`src/rtl/hazard_controller.sv`:
```
// hazard_controller
//   Hazard and forwarding control for the 5-stage pipelined core.
//   Forwarding selects for the EX operand MUX3s and the ID branch-compare
//   MUX2s, stall/flush for the F/D/E pipeline registers, and a busy tracker
//   for the multi-cycle multiply/divide unit (MDU).
//
//   state | meaning
//   IDLE  | no MDU op outstanding, HI/LO valid
//   BUSY  | MDU op in flight, cnt counts down to the result-ready cycle
//
// Ports
//   clk, reset                    clock, synchronous active-high reset
//   rs_d, rt_d, rs_e, rt_e        source registers in ID / EX
//   write_reg_e/_m/_w             destination register in EX / MEM / WB
//   reg_write_e/_m/_w             stage instruction writes the register file
//   mem_to_reg_e/_m               stage instruction is a load
//   branch_d, jr_d, pcsrc_d       ID branch/jump type and PC redirect
//   md_op_d, md_read_d            ID instr is an MDU op / reads HI/LO
//   md_start_e                    MDU op issues in EX this cycle
//   forward_a_e, forward_b_e      EX operand selects (00 RF, 01 WB, 10 MEM)
//   forward_a_d, forward_b_d      ID compare selects (0 RF, 1 MEM)
//   stall_f, stall_d, flush_d, flush_e   pipeline register control
//   md_busy                       MDU result not yet valid (registered)
module hazard_controller #(
   parameter int MDU_CYCLES = 32,
   parameter int CW         = 8
) (
   input  logic       clk,
   input  logic       reset,
   input  logic [4:0] rs_d,
   input  logic [4:0] rt_d,
   input  logic [4:0] rs_e,
   input  logic [4:0] rt_e,
   input  logic [4:0] write_reg_e,
   input  logic [4:0] write_reg_m,
   input  logic [4:0] write_reg_w,
   input  logic       reg_write_e,
   input  logic       reg_write_m,
   input  logic       reg_write_w,
   input  logic       mem_to_reg_e,
   input  logic       mem_to_reg_m,
   input  logic       branch_d,
   input  logic       jr_d,
   input  logic       pcsrc_d,
   input  logic       md_op_d,
   input  logic       md_read_d,
   input  logic       md_start_e,
   output logic [1:0] forward_a_e,
   output logic [1:0] forward_b_e,
   output logic       forward_a_d,
   output logic       forward_b_d,
   output logic       stall_f,
   output logic       stall_d,
   output logic       flush_d,
   output logic       flush_e,
   output logic       md_busy
);

   typedef enum logic {IDLE, BUSY} md_state_t;

   md_state_t     state;
   logic [CW-1:0] cnt;

   logic lw_stall;
   logic br_stall;
   logic md_stall;
   logic stall;
   logic hit_e;
   logic hit_m;

   always_comb begin
      forward_a_e = 2'b00;
      if (rs_e != 5'd0 && reg_write_m && rs_e == write_reg_m)
         forward_a_e = 2'b10;
      else if (rs_e != 5'd0 && reg_write_w && rs_e == write_reg_w)
         forward_a_e = 2'b01;

      forward_b_e = 2'b00;
      if (rt_e != 5'd0 && reg_write_m && rt_e == write_reg_m)
         forward_b_e = 2'b10;
      else if (rt_e != 5'd0 && reg_write_w && rt_e == write_reg_w)
         forward_b_e = 2'b01;

      forward_a_d = (rs_d != 5'd0) && reg_write_m && (rs_d == write_reg_m);
      forward_b_d = (rt_d != 5'd0) && reg_write_m && (rt_d == write_reg_m);
   end

   always_comb begin
      lw_stall = mem_to_reg_e && (write_reg_e != 5'd0) &&
                 ((rs_d == write_reg_e) || (rt_d == write_reg_e));

      // jr only reads rs in ID; beq/bne compare both operands.
      hit_e = reg_write_e && (write_reg_e != 5'd0) &&
              ((write_reg_e == rs_d) || (branch_d && write_reg_e == rt_d));
      hit_m = mem_to_reg_m && (write_reg_m != 5'd0) &&
              ((write_reg_m == rs_d) || (branch_d && write_reg_m == rt_d));
      br_stall = (branch_d || jr_d) && (hit_e || hit_m);

      // md_start_e covers the issue cycle, before md_busy has risen.
      md_stall = (md_read_d || md_op_d) && (md_busy || md_start_e);

      stall   = lw_stall || br_stall || md_stall;
      stall_f = stall;
      stall_d = stall;
      flush_e = stall;
      // A stalled branch has not resolved yet, so it must not flush.
      flush_d = pcsrc_d && !stall;
   end

   always_ff @(posedge clk) begin
      if (reset) begin
         state   <= IDLE;
         cnt     <= '0;
         md_busy <= 1'b0;
      end else begin
         case (state)
            IDLE: begin
               if (md_start_e) begin
                  cnt     <= CW'(MDU_CYCLES - 1);
                  state   <= BUSY;
                  md_busy <= 1'b1;
               end
            end
            BUSY: begin
               if (md_start_e) begin
                  cnt <= CW'(MDU_CYCLES - 1);
               end else if (cnt == CW'(1)) begin
                  cnt     <= '0;
                  state   <= IDLE;
                  md_busy <= 1'b0;
               end else begin
                  cnt <= cnt - CW'(1);
               end
            end
            default: begin
               state   <= IDLE;
               cnt     <= '0;
               md_busy <= 1'b0;
            end
         endcase
      end
   end

endmodule
```
`config.mk`:
```
export PLATFORM = sky130hd
export DESIGN_NAME = hazard_controller
export DESIGN_NICKNAME = d
export VERILOG_FILES = /design/src/rtl/hazard_controller.sv
export SDC_FILE = /design/constraint.sdc
export NUM_CORES = 1
export LEC_CHECK = 0
export CAP_MARGIN = 20
export CORE_ASPECT_RATIO = 0.75
export CORE_MARGIN = 5
export CORE_UTILIZATION = 30
export CTS_CLUSTER_DIAMETER = 150
export DETAILED_ROUTE_END_ITERATION = 10
export RECOVER_POWER = 25
export SYNTH_ARGS = -nofsm -noshare
export SYNTH_HDL_FRONTEND = slang
export SYNTH_SLANG_ARGS = --single-unit
```
`constraint.sdc`:
```
create_clock -name clk -period 6.9 [get_ports clk]
set_input_delay 1.725 -clock clk [delete_from_list [all_inputs] [get_ports clk]]
set_output_delay 1.725 -clock clk [all_outputs]
set_load 0.02 [all_outputs]
```
==> flow_summary_export.csv, run 1 <==
group,metric,value,unit
worst_hold_path,worst_hold_path_type,"flip-flop to flip-flop",
synthesis,synth-compound-area-share,0.117,
cells_and_area,antenna_cells,0,
clocking,cts_tree,"yes",
route,wl_per_cell,15.0,um
global_routing,overflow,0,
place,place.gp.congestion,0.934,
flow_run,cap_viol_max_count,0,
power_and_ir_drop,peakVddDrop,158,uV
floorplan,coreArea,3660,um^2
synthesis,syn-cell-area,1140,um^2
synthesis,synth_top_flop_cell,"dfxtp_1",
synthesis,synth_fa_ha_area_frac,0.0219,
cells_and_area,synthToLayoutAreaGrowth,57.2,%
cells_and_area,drive_gt1_frac,0.0443,
cells_and_area,final_cell_mix,"57 x clkdlybuf4s50_1, 25 x xnor2_1, 16 x xor2_1",
clocking,hold_buffers,0,
floorplan,dieArea,5160,um^2
route,maxUsedRoutingLayer,"met4",
synthesis,syn-num-nets,201,
global_routing,track_usage,0.146,
floorplan,core.rowCount,19,
route,drtIter0Drc,64,
cells_and_area,layout_commonest_cell,"clkdlybuf4s50_1",
synthesis,synth_area_per_cell,7.57,um^2
critical_path,slowest_stage,"clkdlybuf4s50_1",
timing,rsz0062_at_grt,"false",
clocking,post-cts-setup-buffers,0,
global_routing,antenna_found_initial,0,
timing,timing.final.crit_share,0.823,
critical_path,worstPathCellList,"clkdlybuf4s50_1, or4_1, o211ai_1, a21o_1, and4b_1, clkdlybuf4s50_1",
synthesis,synth_cell_types,36,
power_and_ir_drop,internal_power,166,uW
critical_path,cp.required,5.18,ns
critical_path,cpPeakStageDelay,0.60,ns
route,num_vias,1275,
clocking,cts_made_buffers,3,
global_routing,grt_pass1_wl,6.00,mm
timing,max_slew_margin,0.728,
route,dr.pass1.iters,4,
clocking,htree_levels,1,
timing,hold_viol_final,0,
timing,hold_ws,0.535,ns
synthesis,yosys.area_share.simple,0.306,
clocking,clockRootBuffer,"clkbuf_8",
timing,setup_viol,0,
timing,tns,0,ns
timing,max_freq,176,MHz
critical_path,rrSetupSlack,5.22,ns
power_and_ir_drop,switching_power,71.7,uW
critical_path,cp_max_fo,5,
power_and_ir_drop,p_seq_frac,0.280,
clocking,worstSkewPairLatency,0.24,ns
cells_and_area,fin_nets,254,
floorplan,die-width,81.3,um
route,wl_met2,1.66,mm
power_and_ir_drop,p_comb_frac,0.413,
floorplan,start_util,0.312,
synthesis,synthCells,151,
route,wirelength,3.83,mm
power_and_ir_drop,finalPower,238,uW
route,wl_met1,1.86,mm
synthesis,ys_ff_latch,10,
synthesis,synthXorXnorAreaFrac,0.314,
timing,min_period,5.68,ns
clocking,cts_sinks,10,
synthesis,synth_top_family_by_area,"XOR/XNOR gates",
power_and_ir_drop,clkPwrFrac,0.307,
clocking,clk_pin_slew,0.04,ns
critical_path,start_kind,"primary input",
run_status,status,"completed",
floorplan,pin_count,59,
floorplan,die_h,63.5,um
power_and_ir_drop,leakagePower,0.000612,uW
global_routing,grt_max_degree,11,
place,placement.io_buffers,58,
synthesis,synth_seq_area_share,0.175,
timing,worst_slew_pin_slew,0.404,ns
critical_path,worst_path_most_repeated_cell,"clkdlybuf4s50_1",
synthesis,synthArstFlopShare,0,
timing,fin_worst_skew,0.0111,ns
synthesis,yosysWarningCount,0,
timing,final_max_slew_viol_count,0,
critical_path,critPathKind,"primary input to primary output",
power_and_ir_drop,power.density,132,nW/um^2
synthesis,synth-edff-count,0,
place,place_hpwl,3.21,mm
clocking,clock_path_buffers,2,
synthesis,synth_mux_area_frac,0.00875,
global_routing,grt_pass1_vias,1184,
critical_path,arrival,3.95,ns
clocking,cts_resized,0,
critical_path,worst_setup_path_end_kind,"primary output",
route,drcViolationCount,0,
route,met3WireLength,271,um
power_and_ir_drop,power_switching_share,0.301,
route,via_per_inst,5.00,
route,ant_nets,0,
-- area by class of cell --
cell class                      instances  area, um^2
Sequential cell                        10         200
Clock buffer                            4        55.1
Fill cell                             378        1860
Tap cell                               52        65.1
Inverter                                5        18.8
Timing Repair Buffer                   58         581
Multi-Input combinational cell        126         878
-- stage by stage --
stage / instance area (um^2) / utilization / setup WS, ns / cells
4_1_cts: 1800 / 0.491 / 1.22 / 255
2_1_floorplan: 1140 / - / 1.94 / 151
3_5_place_dp: 1740 / 0.476 / 1.22 / 251
5_1_grt: 1800 / 0.491 / 1.15 / 255
3_3_place_gp: 1740 / 0.476 / 1.24 / 251
6_report: 1800 / 0.491 / 1.22 / 255
-- Yosys cell counts, types with 3 or more instances --
| library cell | count | area, um^2 |
|---|---|---|
| or4_1 | 5 | 37.5 |
| o21ai_0 | 3 | 15.0 |
| a21oi_1 | 9 | 45.0 |
| nor2_1 | 9 | 33.8 |
| clkbuf_1 | 6 | 22.5 |
| xnor2_1 | 25 | 219 |
| inv_1 | 5 | 18.8 |
| dfxtp_1 | 10 | 200 |
| nand4_1 | 5 | 31.3 |
| nand3_1 | 5 | 25.0 |
| nor4_1 | 6 | 37.5 |
| nor3_1 | 12 | 60.1 |
| nand2_1 | 8 | 30.0 |
| xor2_1 | 16 | 140 |
-- routing by layer --
layer	vias up	GRT usage
li1	645	-
met1	573	0.213
met2	52	0.218
met3	5	0.0299
met4	0	0.0316
met5	-	0
-- power groups by stage --
stage,clock [uW],combinational (uW),sequential (uW)
finish,73.1,98.3,66.7
global route,78.2,107,67.5
CTS,74.1,98.2,66.7
detailed placement,0,97.5,67.8
global placement,0,96.0,67.3
floorplan,0,51.4,66.5
-- worst max-delay path: cells and delay by family --
family	cells	cell delay [ns]
AO/OA/AOI/OAI	2	0.32
buffers and inverters	2	1.15
AND/OR/NAND/NOR	2	0.75
-- registers in the layout, indices dropped and copies added, names as in the netlist --
name     flops
state        1
md_busy      1
cnt          8
-- cell families after synthesis --
group	after synthesis
muxes	1
DFF	10
and+or+nand+nor	60
buffers and inverters	15
xor gates and xnor gates	41
adders and majority gates	2
AOI/OAI and AO/OA	22
-- path summary, 6_finish.rpt --
kind,from,to,cells past startpoint
max reg2reg,cnt[5]$_SDFFE_PP0P_,cnt[2]$_SDFFE_PP0P_,5
max,write_reg_m[2],flush_d,6
min reg2reg,cnt[4]$_SDFFE_PP0P_,cnt[4]$_SDFFE_PP0P_,2
min,cnt[4]$_SDFFE_PP0P_,cnt[4]$_SDFFE_PP0P_,2
Note: power is estimated with default switching activity, not from simulation.
==> run 2, diff against run 1 <==
Clock period 6.9 ns to 5.4 ns, I/O delays scaled along.
==> flow_summary_export.csv, run 2 (synthesis gave the netlist of run 1 again) <==
group,metric,value,unit
timing,max_slew_margin,0.747,
global_routing,grt_pass1_vias,1151,
cells_and_area,ff_latch_area,200,um^2
cells_and_area,drive_gt1_frac,0.0443,
clocking,clk_pin_slew,0.05,ns
cells_and_area,layout_commonest_cell,"clkdlybuf4s50_1",
cells_and_area,final_cell_mix,"57 x clkdlybuf4s50_1, 25 x xnor2_1, 16 x xor2_1",
cells_and_area,top_regs,"cnt (8), md_busy (1), state (1)",
timing,max_freq,203,MHz
critical_path,cp_num_cells,6,
clocking,hold_buffers,0,
floorplan,coreArea,3660,um^2
worst_hold_path,min_to,"md_busy$_SDFFE_PP0P_",
global_routing,overflow,0,
worst_hold_path,worst_hold_path_type,"flip-flop to flip-flop",
global_routing,grt_pass1_wl,5.90,mm
floorplan,pin_count,59,
timing,rsz0062_at_grt,"false",
cells_and_area,largest_reg_flops,8,
route,via_per_inst,4.94,
critical_path,cpPeakStageDelay,0.60,ns
floorplan,start_util,0.312,
clocking,cts_resized,0,
power_and_ir_drop,leakagePower,0.000612,uW
critical_path,critPathKind,"primary input to primary output",
worst_hold_path,min_delay_path_depth,2,
critical_path,crit_start,"write_reg_m[1]",
route,ant_nets,0,
critical_path,worst_path_most_repeated_cell,"clkdlybuf4s50_1",
clocking,clockRootBuffer,"clkbuf_8",
critical_path,arrival,3.57,ns
route,drtIter0Drc,54,
route,wirelength,3.82,mm
critical_path,slowest_stage,"clkdlybuf4s50_1",
place,placement.io_buffers,58,
timing,fin_worst_skew,0.00779,ns
critical_path,rrSetupSlack,3.70,ns
worst_hold_path,hold_start,"md_busy$_SDFFE_PP0P_",
global_routing,track_usage,0.144,
cells_and_area,synthToLayoutAreaGrowth,57.2,%
critical_path,path_buf_inv,2,
clocking,clock_path_buffers,2,
clocking,cts_made_buffers,3,
clocking,cts_tree,"yes",
global_routing,grt_max_degree,11,
cells_and_area,fin_nets,254,
global_routing,antenna_found_initial,0,
cells_and_area,fillers,380,
critical_path,cp_max_fo,5,
flow_run,cap_viol_max_count,0,
route,drcViolationCount,0,
run_status,status,"completed",
critical_path,r2r_cells,5,
route,dr.pass1.iters,4,
timing,tns,0,ns
critical_path,worstPathCellList,"clkdlybuf4s50_1, or4_1, o211ai_1, a21o_1, and4b_1, clkdlybuf4s50_1",
critical_path,cp_top_family,"buffers and inverters",
floorplan,dieArea,5160,um^2
floorplan,core.rowCount,19,
cells_and_area,regMostFlops,"cnt",
critical_path,worst_setup_path_end_kind,"primary output",
timing,hold_viol_final,0,
floorplan,die-width,81.3,um
power_and_ir_drop,power.density,168,nW/um^2
timing,setup_viol,0,
place,place_hpwl,3.26,mm
clocking,post-cts-setup-buffers,0,
clocking,worstSkewPairLatency,0.24,ns
cells_and_area,multi_input_area,878,um^2
timing,timing.final.crit_share,0.911,
route,wl_per_cell,15.0,um
critical_path,start_kind,"primary input",
critical_path,cp.required,4.05,ns
clocking,cts_sinks,10,
cells_and_area,antenna_cells,0,
place,place.gp.congestion,0.934,
route,num_vias,1259,
floorplan,die_h,63.5,um
critical_path,timing.rr.end,"cnt[2]$_SDFFE_PP0P_",
timing,min_period,4.92,ns
timing,worst_slew_pin_slew,0.376,ns
place,post_dp_cell_area,1740,um^2
cells_and_area,stdcell_area,1800,um^2
power_and_ir_drop,peakVddDrop,258,uV
timing,final_max_slew_viol_count,0,
critical_path,reg2reg_from,"cnt[5]$_SDFFE_PP0P_",
clocking,htree_levels,1,
[run 2: how the worst max path moves through the flow]
stage / end / slack (ns)
CTS: flush_d / 0.48
global placement: flush_d / 0.49
finish: flush_d / 0.48
detailed placement: flush_d / 0.48
floorplan: forward_a_e[0] / 1.19
global route: flush_d / 0.38
[run 2: area by class of cell]
class | instances | share of cell area
well taps | 52 | 0.0362
multi-input cells | 126 | 0.489
repair buffers | 58 | 0.323
clock buffers | 4 | 0.0306
flip-flops and latches | 10 | 0.111
inverters | 5 | 0.0104
[run 2: tightest hold or removal path, delay by kind of cell, from the launching register on]
kind	cells	cell delay (ns)
AO/OA/AOI/OAI	2	0.16
flip-flops	1	0.32
[run 2: layer usage]
layer / up-vias / global-route usage / wire length, um / share of wire
met2: 38 / 0.224 / 1670 / 0.44
met3: 0 / 0.0285 / 283 / 0.074
met5: - / 0 / 0 / 0
met4: 0 / 0.00633 / 0 / 0
li1: 643 / - / - / -
met1: 578 / 0.214 / 1860 / 0.49
[run 2: power breakdown]
part / leakage (uW) / internal, uW / switching (uW)
Clock: 0.0000288 / 63.9 / 27.4
Combinational: 0.000500 / 69.6 / 55.3
Sequential: 0.0000829 / 78.9 / 6.55
[run 2: metrics by stage]
step | setup WS, ns | cells | total power (uW) | hold slack (ns) | util
after CTS | 0.477 | 255 | 305 | 0.542 | 0.491
after global placement | 0.495 | 251 | 209 | 0.515 | 0.476
after floorplan | 1.19 | 151 | 151 | 0.488 | -
after global routing | 0.377 | 255 | 321 | 0.563 | 0.491
final | 0.481 | 255 | 302 | 0.541 | 0.491
after detailed placement | 0.478 | 251 | 211 | 0.534 | 0.476
==> run 3, diff against run 2 <==
Settings changed: CAP_MARGIN 20 to default, CORE_MARGIN 5 to default, SLEW_MARGIN from default to 25.
==> flow_summary_export.csv, run 3 (synthesis gave the netlist of run 1 again) <==
group,metric,value,unit
run_status,status,"completed",
cells_and_area,top_regs,"cnt (8), md_busy (1), state (1)",
timing,timing.final.crit_share,0.914,
floorplan,die-width,73.3,um
timing,setup_viol,0,
timing,fin_worst_skew,0.00156,ns
timing,max_slew_margin,0.717,
timing,worst_slew_pin_slew,0.421,ns
global_routing,met2_usage,0.300,
critical_path,cp.required,4.05,ns
worst_hold_path,worst_hold_path_type,"flip-flop to flip-flop",
route,via_per_inst,4.84,
critical_path,crit_start,"write_reg_m[1]",
critical_path,cp-endpoint,"flush_d",
clocking,htree_levels,1,
global_routing,grt_pass1_wl,5.96,mm
timing,max_freq,203,MHz
global_routing,busiest_layer,"met2",
cells_and_area,fillers,378,
flow_run,cap_viol_max_count,0,
critical_path,cp_max_fo,5,
floorplan,die_h,55.5,um
clocking,cts_tree,"yes",
critical_path,arrival,3.59,ns
global_routing,overflow,0,
cells_and_area,antenna_cells,0,
place,place_ws,0.482,ns
timing,worst_slack,0.464,ns
critical_path,r2r_cells,5,
critical_path,timing.rr.end,"cnt[3]$_SDFFE_PP0P_",
critical_path,rrSetupSlack,3.73,ns
timing,rsz0062_at_grt,"false",
critical_path,worst_setup_path_end_kind,"primary output",
floorplan,coreArea,3660,um^2
timing,final_max_slew_viol_count,0,
floorplan,start_util,0.312,
clocking,clk_pin_slew,0.05,ns
route,wirelength,3.61,mm
clocking,post-cts-setup-buffers,0,
route,wl_per_cell,14.1,um
timing,min_period,4.94,ns
clocking,cts_sinks,10,
clocking,hold_buffers,0,
place,place_hpwl,3.03,mm
clocking,cts_resized,0,
floorplan,core.rowCount,19,
clocking,worstSkewPairLatency,0.24,ns
critical_path,reg2reg_from,"state$_SDFF_PP0_",
clocking,clock_path_buffers,2,
global_routing,grt_pass1_vias,1220,
route,drcViolationCount,0,
cells_and_area,multi_input_area,878,um^2
power_and_ir_drop,leakagePower,0.000612,uW
place,placement.io_buffers,58,
cells_and_area,drive_gt1_frac,0.0443,
cells_and_area,layout_commonest_cell,"clkdlybuf4s50_1",
cells_and_area,regMostFlops,"cnt",
cells_and_area,fin_nets,254,
cells_and_area,synthToLayoutAreaGrowth,57.2,%
global_routing,grt_max_degree,11,
route,dr.pass1.iters,4,
global_routing,met3_usage,0.0438,
floorplan,dieArea,4070,um^2
floorplan,pin_count,59,
cells_and_area,final_cell_mix,"56 x clkdlybuf4s50_1, 25 x xnor2_1, 16 x xor2_1",
cells_and_area,ff_latch_area,200,um^2
route,num_vias,1233,
power_and_ir_drop,peakVddDrop,160,uV
global_routing,track_usage,0.188,
place,place.gp.congestion,0.937,
clocking,clockRootBuffer,"clkbuf_8",
timing,hold_viol_final,0,
route,ant_nets,0,
clocking,cts_made_buffers,3,
timing,tns,0,ns
route,drtIter0Drc,38,
global_routing,antenna_found_initial,0,
critical_path,start_kind,"primary input",
critical_path,critPathKind,"primary input to primary output",
power_and_ir_drop,power.density,168,nW/um^2
global_routing,met1_usage,0.259,
cells_and_area,largest_reg_flops,8,
## run 3: changes by cell type in the layout (fill, tap and decap cells not counted), sizes merged
cell           previous run  this run
clkdlybuf4s50            57        56
dlygate4sd3               1         2
## run 3: worst min path at each step
stage	depth (start not counted)	slack (ns)	start	endpoint
3_5_place_dp	2	0.52	cnt[4]$_SDFFE_PP0P_	cnt[4]$_SDFFE_PP0P_
2_1_floorplan	2	0.49	cnt[4]$_SDFFE_PP0P_	cnt[4]$_SDFFE_PP0P_
3_3_place_gp	2	0.51	cnt[4]$_SDFFE_PP0P_	cnt[4]$_SDFFE_PP0P_
5_1_grt	2	0.58	cnt[4]$_SDFFE_PP0P_	cnt[4]$_SDFFE_PP0P_
4_1_cts	2	0.53	cnt[4]$_SDFFE_PP0P_	cnt[4]$_SDFFE_PP0P_
6_report	2	0.52	cnt[4]$_SDFFE_PP0P_	cnt[4]$_SDFFE_PP0P_
## run 3: per-stage QoR
step	utilization	power (uW)	std cells	instance area (um^2)	hold WS, ns
6_report	0.491	302	255	1800	0.523
2_1_floorplan	-	151	151	1140	0.488
5_1_grt	0.491	322	255	1800	0.584
3_3_place_gp	0.476	208	251	1740	0.513
3_5_place_dp	0.476	210	251	1740	0.519
4_1_cts	0.491	307	255	1800	0.526
## run 3: final cells by class
cell class                      count  area share
Timing Repair Buffer               58       0.323
Inverter                            5      0.0104
Tap cell                           52      0.0362
Clock buffer                        4      0.0306
Multi-Input combinational cell    126       0.489
Sequential cell                    10       0.111
## run 3: critical path, cell delays in order
cell,delay [ns]
clkdlybuf4s50_1,0.57
or4_1,0.58
o211ai_1,0.17
a21o_1,0.13
and4b_1,0.19
clkdlybuf4s50_1,0.60
## run 3: report_power, final
| group | switching [uW] | internal, uW | leakage [uW] |
|---|---|---|---|
| clock network | 28.6 | 64.0 | 0.0000288 |
| logic | 54.7 | 69.3 | 0.000500 |
| registers | 6.31 | 78.9 | 0.0000829 |
| total | 89.6 | 212 | 0.000612 |
## run 3: routing by layer
| metal | vias up | part of all wire | wire [um] |
|---|---|---|---|
| li1 | 643 | - | - |
| met1 | 559 | 0.50 | 1810 |
| met2 | 29 | 0.45 | 1630 |
| met3 | 2 | 0.041 | 149 |
| met4 | 0 | 0.0047 | 17 |
| met5 | - | 0 | 0 |
